<file path="src/rtl/wrr_pkt_scheduler.sv">
// Packet-granular weighted round-robin scheduler for the tenant output mux.
// Grants one queue per packet and lets it send up to its weight in packets before the grant rotates.
module wrr_pkt_scheduler #(
  parameter int NUM_QUEUES   = 2,
  parameter int WEIGHT_WIDTH = 4,
  parameter int Q_IDX_WIDTH  = (NUM_QUEUES > 1) ? $clog2(NUM_QUEUES) : 1
) (
  input  logic                                 axis_aclk,
  input  logic                                 axis_resetn,
  input  logic [NUM_QUEUES-1:0]                req,
  input  logic [NUM_QUEUES*WEIGHT_WIDTH-1:0]   weights,
  input  logic                                 weight_load,
  input  logic                                 out_tvalid,
  input  logic                                 out_tready,
  input  logic                                 out_tlast,
  output logic [NUM_QUEUES-1:0]                grant,
  output logic [Q_IDX_WIDTH-1:0]               grant_idx,
  output logic                                 grant_valid,
  output logic                                 round_done
);

  typedef enum logic [1:0] {IDLE, GRANT, NEXT} state_t;

  localparam logic [Q_IDX_WIDTH:0]   NQ_EXT   = (Q_IDX_WIDTH+1)'(NUM_QUEUES);
  localparam logic [Q_IDX_WIDTH-1:0] LAST_IDX = Q_IDX_WIDTH'(NUM_QUEUES - 1);

  state_t                  state_reg;
  logic [WEIGHT_WIDTH-1:0] weight_reg [NUM_QUEUES];
  logic [WEIGHT_WIDTH-1:0] credit_reg;
  logic [Q_IDX_WIDTH-1:0]  ptr_reg;
  logic [Q_IDX_WIDTH-1:0]  grant_idx_reg;
  logic [NUM_QUEUES-1:0]   grant_reg;
  logic                    grant_valid_reg;
  logic                    round_done_reg;

  logic [NUM_QUEUES-1:0]   eligible;
  logic [Q_IDX_WIDTH:0]    cand;
  logic [Q_IDX_WIDTH-1:0]  win_idx;
  logic                    win_found;
  logic [Q_IDX_WIDTH-1:0]  ptr_next;
  logic                    ptr_wrap;
  logic                    eop;

  always_ff @(posedge axis_aclk) begin
    for (int i = 0; i < NUM_QUEUES; i++) begin
      if (!axis_resetn)
        weight_reg[i] <= WEIGHT_WIDTH'(1);
      else if (weight_load)
        weight_reg[i] <= weights[i*WEIGHT_WIDTH +: WEIGHT_WIDTH];
    end
  end

  generate
    for (genvar gi = 0; gi < NUM_QUEUES; gi++) begin : g_elig
      assign eligible[gi] = req[gi] & (weight_reg[gi] != '0);
    end
  endgenerate

  // Scan from farthest to nearest so the last hit is the queue closest to ptr.
  always_comb begin
    win_found = 1'b0;
    win_idx   = '0;
    cand      = '0;
    for (int k = NUM_QUEUES - 1; k >= 0; k--) begin
      cand = {1'b0, ptr_reg} + (Q_IDX_WIDTH+1)'(k);
      if (cand >= NQ_EXT)
        cand = cand - NQ_EXT;
      if (eligible[cand[Q_IDX_WIDTH-1:0]]) begin
        win_found = 1'b1;
        win_idx   = cand[Q_IDX_WIDTH-1:0];
      end
    end
  end

  assign ptr_wrap = (grant_idx_reg == LAST_IDX);
  assign ptr_next = ptr_wrap ? '0 : grant_idx_reg + 1'b1;
  assign eop      = out_tvalid & out_tready & out_tlast & grant_valid_reg;

  always_ff @(posedge axis_aclk) begin
    if (!axis_resetn) begin
      state_reg       <= IDLE;
      grant_reg       <= '0;
      grant_idx_reg   <= '0;
      grant_valid_reg <= 1'b0;
      round_done_reg  <= 1'b0;
      ptr_reg         <= '0;
      credit_reg      <= '0;
    end else begin
      round_done_reg <= 1'b0;
      case (state_reg)
        IDLE: begin
          if (win_found) begin
            grant_reg       <= NUM_QUEUES'(1) << win_idx;
            grant_idx_reg   <= win_idx;
            grant_valid_reg <= 1'b1;
            credit_reg      <= weight_reg[win_idx] - 1'b1;
            state_reg       <= GRANT;
          end
        end
        GRANT: begin
          // req is ignored here so a packet is never split across queues.
          if (eop) begin
            grant_reg       <= '0;
            grant_valid_reg <= 1'b0;
            state_reg       <= NEXT;
          end
        end
        NEXT: begin
          if (req[grant_idx_reg] && (credit_reg != '0) && (weight_reg[grant_idx_reg] != '0)) begin
            grant_reg       <= NUM_QUEUES'(1) << grant_idx_reg;
            grant_valid_reg <= 1'b1;
            credit_reg      <= credit_reg - 1'b1;
            state_reg       <= GRANT;
          end else begin
            ptr_reg        <= ptr_next;
            round_done_reg <= ptr_wrap;
            state_reg      <= IDLE;
          end
        end
        default: state_reg <= IDLE;
      endcase
    end
  end

  assign grant       = grant_reg;
  assign grant_idx   = grant_idx_reg;
  assign grant_valid = grant_valid_reg;
  assign round_done  = round_done_reg;

endmodule

</file>
<file path="config.mk">
export PLATFORM = sky130hd
export DESIGN_NAME = wrr_pkt_scheduler
export DESIGN_NICKNAME = d
export VERILOG_FILES = /design/src/rtl/wrr_pkt_scheduler.sv
export SDC_FILE = /design/constraint.sdc
export NUM_CORES = 1
export LEC_CHECK = 0
export ABC_AREA = 1
export BUFFER_PORTS_ARGS = -buffer_cell sky130_fd_sc_hd__buf_2
export CAP_MARGIN = 20
export CORE_MARGIN = 1
export CORE_UTILIZATION = 53
export CTS_BUF_LIST = sky130_fd_sc_hd__clkbuf_8
export DETAILED_ROUTE_END_ITERATION = 8
export PLACE_DENSITY = 0.85
export SLEW_MARGIN = 20
export SYNTH_ARGS = -nofsm -noshare
export SYNTH_HDL_FRONTEND = slang
export SYNTH_SLANG_ARGS = --single-unit
</file>
<file path="constraint.sdc">
create_clock -name axis_aclk -period 2.5 [get_ports axis_aclk]
set_input_delay 0.375 -clock axis_aclk [delete_from_list [all_inputs] [get_ports axis_aclk]]
set_output_delay 0.375 -clock axis_aclk [all_outputs]
set_load 0.005 [all_outputs]
</file>
After elaboration in Yosys (flattened, before gate mapping)

Memories as Yosys holds them, arrays and structs flattened. A register that Yosys moved wholly into a read port is not among the register bits.
Index checks and enable logic that the tools add are counted.
W data, S select, Z words.

Flip-flop bits (word level): 12
Memory bits (writable): 8
Input bits: 16
Output and inout port bits: 5
Word-level logic and storage cells: 87
Memories kept: 1

Memory list:

| name       | words | width | rd ports | clocked after memory_dff | write ports | RTL line | source |
|---|---|---|---|---|---|---|---|
| weight_reg | 2     | 4     | 4        | 1                        | 2           | 28       | `logic [WEIGHT_WIDTH-1:0] weight_reg [NUM_QUEUES];` |

Add/subtract/negate cells: 6
$lt $le $gt $ge: 5
Equality and inequality tests: 5
Shift-type cells: 2
Mux-type cells: 36
Bitwise logic cells: 10
Reductions and logical operators: 15

Operators by type and width:

| cell                  | count |
|---|---|
| $mux W1               | 23 |
| $mux W4               | 4 |
| $reduce_bool A4 Y1    | 4 |
| $pmux W2 S3           | 2 |
| $mux W2               | 5 |
| $pmux W4 S2           | 1 |
| $sub A4 B1 Y4 const B | 2 |
| $lt A1 B2 Y1 const B  | 3 |
| $ne A2 B2 Y1 const B  | 3 |
| $reduce_and A2 Y1     | 3 |
| $and A1 B1 Y1         | 5 |
| $reduce_and A4 Y1     | 1 |
| $shl A1 B1 Y2 const A | 2 |
| $not A1 Y1            | 3 |
| $pmux W1 S3           | 1 |
| $reduce_and A3 Y1     | 1 |
| $reduce_bool A3 Y1    | 1 |
| $reduce_or A3 Y1      | 1 |
| $add A1 B1 Y2 const B | 1 |
| $eq A2 B1 Y1 const B  | 1 |
| $eq A2 B2 Y1 const B  | 1 |
| $ge A1 B2 Y1 const B  | 1 |
| $ge A2 B2 Y1 const B  | 1 |
| $logic_and A1 B1 Y1   | 2 |
| 5 further kinds       | 7 |

Depth between registers and ports, before layout

Gate-level depths: netlist of run 1.
An unclocked memory read counts as a cell.

Depth after elaboration: 11
Mapped depth: 14
Depth with buffers taken out: 14

Worst setup path before layout of run 1

OpenSTA, ideal clock, no wires.

Kind: reg2reg
From: mem weight_reg[0][3]
To: reg credit_reg[2]
Library setup time: 0.116 ns
Arrival: 1.426 ns
Data required time: 2.384 ns
Slack: 0.958 ns
Stages on the path, launching flop included: 14
Buffers on the path: 0
Period minus slack after synthesis: 1.542 ns
Path through: edfxtp_1 > nor2_1 > nand2_1 > nand3_2 > nand2_4 > nand2_1 > nand3_1 > nand2_1 > inv_1 > ha_1 > nand3_1 > nand3_1 > o211ai_1 > inv_1

RTL lines:

| item                   | RTL line | source |
|---|---|---|
| start: declaration     | 28       |  |
| end signal: assignment | 96       | `credit_reg <= weight_reg[win_idx] - 1'b1;` |
| end signal: assignment | 112      | `credit_reg <= credit_reg - 1'b1;` |
| end: declaration       | 29       | `logic [WEIGHT_WIDTH-1:0] credit_reg;` |

==> results of run 1 <==
routing by layer:
layer | vias to the layer above | track usage (%) | part of all wire [%]
met2 | 23 | 43.7 | 53
met1 | 447 | 24.3 | 41
met5 | - | 0 | 0
met4 | 0 | 9.31 | 2.3
li1 | 506 | - | -
met3 | 6 | 6.29 | 3.6
cell type report:
type                            instances  area (um^2)  area share (%)
Multi-Input combinational cell         92          534            40.4
Sequential cell                        21          500            37.8
Inverter                               28          105            7.95
Timing Repair Buffer                   20          100            7.57
Clock buffer                            3         41.3            3.12
Tap cell                               27         33.8            2.55
Clock inverter                          1         7.51           0.568
power breakdown:
group / switching [W] / total, W / leakage [nW] / internal (W)
sequential: 0.0000298 / 0.000426 / 0.190 / 0.000396
clock: 0.000120 / 0.000232 / 0.0217 / 0.000113
combinational: 0.000144 / 0.000235 / 0.411 / 0.0000902
total: 0.000294 / 0.000893 / 0.624 / 0.000599
cell families (layout without fill, tap and decap cells):
logic type / after synthesis / count (layout) / share of synthesized area (%)
AO/OA/AOI/OAI: 19 / 19 / 11.6
buffers and inverters: 28 / 52 / 9.22
adder cells (fa/ha/maj): 1 / 1 / 1.10
flip-flops: 21 / 21 / 43.9
AND/OR/NAND/NOR: 72 / 72 / 34.1
per-stage QoR:
step | setup WS, ps | area [um^2] | std cells
after floorplan | 958 | 1140 | 141
after global placement | 861 | 1270 | 188
after detailed placement | 699 | 1270 | 188
after CTS | 673 | 1320 | 192
after global routing | 517 | 1320 | 192
final | 640 | 1320 | 192
cells in the mapped netlist (2+ instances only):
| library cell | instances | share of area [%] |
|---|---|---|
| a211oi_1 | 2 | 1.3 |
| nand2_2 | 2 | 1.1 |
| inv_1 | 21 | 6.9 |
| nand3_1 | 8 | 3.5 |
| nand2_4 | 2 | 2.0 |
| nand2_1 | 26 | 8.6 |
| nor2_1 | 16 | 5.3 |
| a21oi_1 | 5 | 2.2 |
| o21ai_0 | 2 | 0.88 |
| inv_2 | 6 | 2.0 |
| edfxtp_1 | 8 | 21 |
| nand4_2 | 2 | 2.2 |
| nand3b_1 | 2 | 1.3 |
| o21ai_1 | 4 | 1.8 |
| dfxtp_1 | 13 | 23 |
| nand4_1 | 2 | 1.1 |
| nor2_2 | 3 | 1.6 |
| nand3_2 | 3 | 2.6 |
| or2_2 | 3 | 1.6 |
worst paths after layout:
| check | to | depth (start not counted) | slack [ps] | startpoint |
|---|---|---|---|---|
| max | credit_reg[2] | 13 | 640 | weight_reg[0][2] |
| max reg2reg | credit_reg[2] | 13 | 640 | weight_reg[0][2] |
| min | weight_reg[0][0] | 2 | 360 | weights[0] |
| min reg2reg | grant[1] | 2 | 460 | grant[1] |
worst max-delay path, cell delays in order, from the launching register on:
cell,delay [ps]
edfxtp_1,420
nor2_1,200
nand2_1,120
nand3_2,130
nand2_4,80
nand2_1,70
nand3_1,60
nand2_1,80
inv_1,50
ha_1,210
nand3_1,90
nand3_1,90
o211ai_1,90
inv_1,60
==> results.cfg, run 1 <==
[timing]
drv_slew = 0
skew_ps = 4.06
final.period_utilization_pct = 74.4
layout_min_cycle_time_ps = 1860
tightest_slew_ps = 259
fin_hold_ws_ps = 362
clock.fmax_ghz = 0.538
relSlewSlack_pct = 82.7
rsz0062_at_grt = no
setup_viol = 0
hold_viol_final = 0
fin_tns_setup_ps = 0

[logic_synthesis]
ys_seq_elements = 21
ys_types = 30
syn_area_um2 = 1140
avgSynthCellArea_um2 = 8.08
synth-main-ff-cell = dfxtp_1
syn-instance-count = 141
synthArstFlopShare_pct = 0
syn_nets = 158
synth_edf_count = 8
yosysSeqAreaShare_pct = 43.9
ys_warn_count = 0

[clock_tree]
cts_setup_buffers = 0
clk_latency_ps = 260
cts.sinks = 21
cts_resized = 0
h-tree-depth = 1
clk_path_buf_depth = 2
cts_root_buf = clkbuf_8
clkTransAtPathRegs_ps = 80
cts_made_buffers = 3
cts_tree = done
hold_buffers = 0

[global_route]
grt_antenna_before_repair = 0
grt_max_degree = 14
grt.total_usage_pct = 23.3
grt_pass1_vias = 966
grt_pass1_wl_um = 4060
grt_overflow_total = 0

[layout]
largest_reg_flops = 8
final_common_cell = nand2_1
nets = 183
drive_gt1_share_pct = 30.9
diodes = 0
area_growth_pct = 16.0
final_cell_mix = 26 x nand2_1, 21 x inv_1, 20 x buf_2
final_util_pct = 66.7
fill_cells = 173

[critical_path]
critPathMaxFanout = 6
critical_path_required_ps = 2660
critPathLaunchType = register
critPathArrivalTime_ps = 2020
end_kind = register
crit_type = reg2reg

[floorplanning]
die_h_um = 48.4
coreArea_um2 = 1980
die_w_um = 48.4
num_rows = 16
initial_utilization_pct = 57.5
die_area_um2 = 2340
io_pins = 21

[drt]
drt_first_iter_violations = 19
num_vias = 982
wl_per_cell_um = 12.7
drtPass1Iterations = 4
drc_errors = 0
totalWireLength_um = 2450
via_per_inst = 5.11
ant_nets = 0

[job]
maxCapViolations = 0

[power]
finalPower_w = 0.000893
powerDensity_nw_per_um2 = 675
peakVddDrop_uv = 668
p_leak_nw = 0.624

[place]
place_congestion = 0.853
port_buffers = 20
place_hpwl_um = 1950

[status]
status = finished, final reports clean

[min_path]
min_path_type = in2reg
Note: power is estimated with default switching activity, not from simulation.
==> run 2: changes to the inputs <==
==> constraint.sdc (replaced) <==
create_clock -name axis_aclk -period 1.9 [get_ports axis_aclk]
set_input_delay 0.285 -clock axis_aclk [delete_from_list [all_inputs] [get_ports axis_aclk]]
set_output_delay 0.285 -clock axis_aclk [all_outputs]
set_load 0.005 [all_outputs]
==> run 2 against run 1 <==
  * Clock power is 25% higher
  * Power is 29% higher
  * Wire length is 6.5% lower
  * Clock skew is 1.4 ps lower
  * Sequential power is 31% higher
  * Non-clock buffer count stayed put
  * Sequential share of layout area hardly changed
  * Register-to-register slack worse by 450 ps
  * Highest routed layer unchanged
==> results.cfg, run 2 (same netlist as run 1, synthesis figures left out) <==
[critical_path]
crit_type = reg2reg
critical_path_required_ps = 2060
critPathMaxFanout = 6
slowest_stage = edfxtp_1
critPathArrivalTime_ps = 1870
cpPeakStageDelay_ps = 420
rrSetupSlack_ps = 190
crit_chain = nor2_2 > nand2_1 > nand3_2 > nand2_4 > nand2_2 > nand3_2 > o21ai_2 > inv_2 > ha_1 > nand3_1 > nand3_1 > o211ai_1 > inv_1
r2r-end = credit_reg[2]
reg2reg_depth = 13
end_kind = register
crit_end = credit_reg[2]
worstReg2RegStart = weight_reg[0][3]
crit_start = weight_reg[0][3]
critPathLaunchType = register

[floorplanning]
die_w_um = 48.4
die_h_um = 48.4
coreArea_um2 = 1980
initial_utilization_pct = 57.5
io_pins = 21
num_rows = 16
die_area_um2 = 2340

[global_route]
grt.total_usage_pct = 21.8
grt_antenna_before_repair = 0
grt_max_degree = 12
grt_pass1_vias = 922
grt_overflow_total = 0
grt_pass1_wl_um = 3900

[timing]
clock.fmax_ghz = 0.585
fin_tns_setup_ps = 0
drv_slew = 0
relSlewSlack_pct = 82.9
skew_ps = 2.68
rsz0062_at_grt = no
setup_viol = 0
tightest_slew_ps = 255
final.period_utilization_pct = 89.9
layout_min_cycle_time_ps = 1710
hold_viol_final = 0
layout_setup_ws_ps = 191

[power]
clkPwrFrac_pct = 25.2
intPower_w = 0.000785
peakVddDrop_uv = 481
sw_frac_of_total_pct = 32.0
p_leak_nw = 0.629
power_frac_comb_pct = 26.3
powerDensity_nw_per_um2 = 873
pwr-share-seq_pct = 48.5
p_sw_w = 0.000369
finalPower_w = 0.00115

[layout]
nets = 183
diodes = 0
area_growth_pct = 15.9
final_common_cell = nand2_1
drive_gt1_share_pct = 30.9
largest_reg_flops = 8
final_area_um2 = 1320
final_cell_mix = 26 x nand2_1, 22 x inv_1, 20 x buf_2

[min_path]
min_path_type = in2reg

[drt]
drtPass1Iterations = 4
drc_errors = 0
via_per_inst = 4.96
ant_nets = 0
wl_per_cell_um = 11.9
drt_first_iter_violations = 31
totalWireLength_um = 2290
num_vias = 952

[job]
maxCapViolations = 0

[status]
status = finished, final reports clean

[clock_tree]
cts_setup_buffers = 0
cts_root_buf = clkbuf_8
clk_latency_ps = 260
cts_made_buffers = 3
h-tree-depth = 1
clk_path_buf_depth = 2
cts.sinks = 21
hold_buffers = 0
clkTransAtPathRegs_ps = 80
cts_tree = done

[place]
place_hpwl_um = 1750
place_congestion = 0.782
port_buffers = 20
pre_cts_ws_ps = 185
post_dp_cell_area_um2 = 1270
## run 2: changes by cell type in the layout (fill, tap and decap cells not counted)
| cell | change |
|---|---|
| clkinvlp_4 | -1 |
| inv_1 | +1 |
| nor2_1 | -1 |
| nor2_2 | +1 |
## run 2: layer usage
| layer | track usage (%) | vias up | wire length (um) |
|---|---|---|---|
| li1 | - | 503 | - |
| met1 | 25.2 | 424 | 1010 |
| met2 | 39.4 | 19 | 1160 |
| met3 | 4.09 | 6 | 67 |
| met4 | 8.82 | 0 | 52 |
| met5 | 0 | - | 0 |
## run 2: worst min path at each step
stage	depth (start not counted)	to	from
after CTS	2	weight_reg[0][0]	weights[0]
final	2	weight_reg[0][0]	weights[0]
after global routing	2	weight_reg[0][0]	weights[0]
after detailed placement	2	grant[1]	grant[1]
after global placement	2	grant[1]	grant[1]
after floorplan	2	state_reg[0]	axis_resetn
## run 2: area by class of cell
type | instances | area, um^2
Clock inverter | 1 | 3.75
Tap cell | 27 | 33.8
Multi-Input combinational cell | 92 | 537
Sequential cell | 21 | 500
Clock buffer | 3 | 41.3
Inverter | 28 | 105
Fill cell | 159 | 661
Timing Repair Buffer | 20 | 100
## run 2: metrics by stage
stage               hold WS (ps)  std cells  utilization (%)
finish                       280        192             66.7
global route                 273        192             66.7
CTS                          279        192             66.5
detailed placement           473        188             64.3
global placement             448        188             64.3
floorplan                    383        141                -
## run 2: power groups by stage
stage | Clock, W | Sequential (W) | Combinational [W]
finish | 0.000291 | 0.000559 | 0.000304
detailed placement | 0 | 0.000569 | 0.000302
global route | 0.000308 | 0.000566 | 0.000341
CTS | 0.000289 | 0.000559 | 0.000304
global placement | 0 | 0.000566 | 0.000290
floorplan | 0 | 0.000562 | 0.000230
## run 2: what timing repair did
item | CTS | global route
endpoints found under the setup margin | 0 | 1
hold endpoints to repair | 0 | 0
resized for setup | 0 | 1
## run 2: worst max-delay path: cells and delay by family, from the launching register on
family	cells	cell delay, ps
adders and majority gates	1	190
AOI/OAI and AO/OA	2	160
DFF	1	420
buffers and inverters	2	100
and+or+nand+nor	8	720
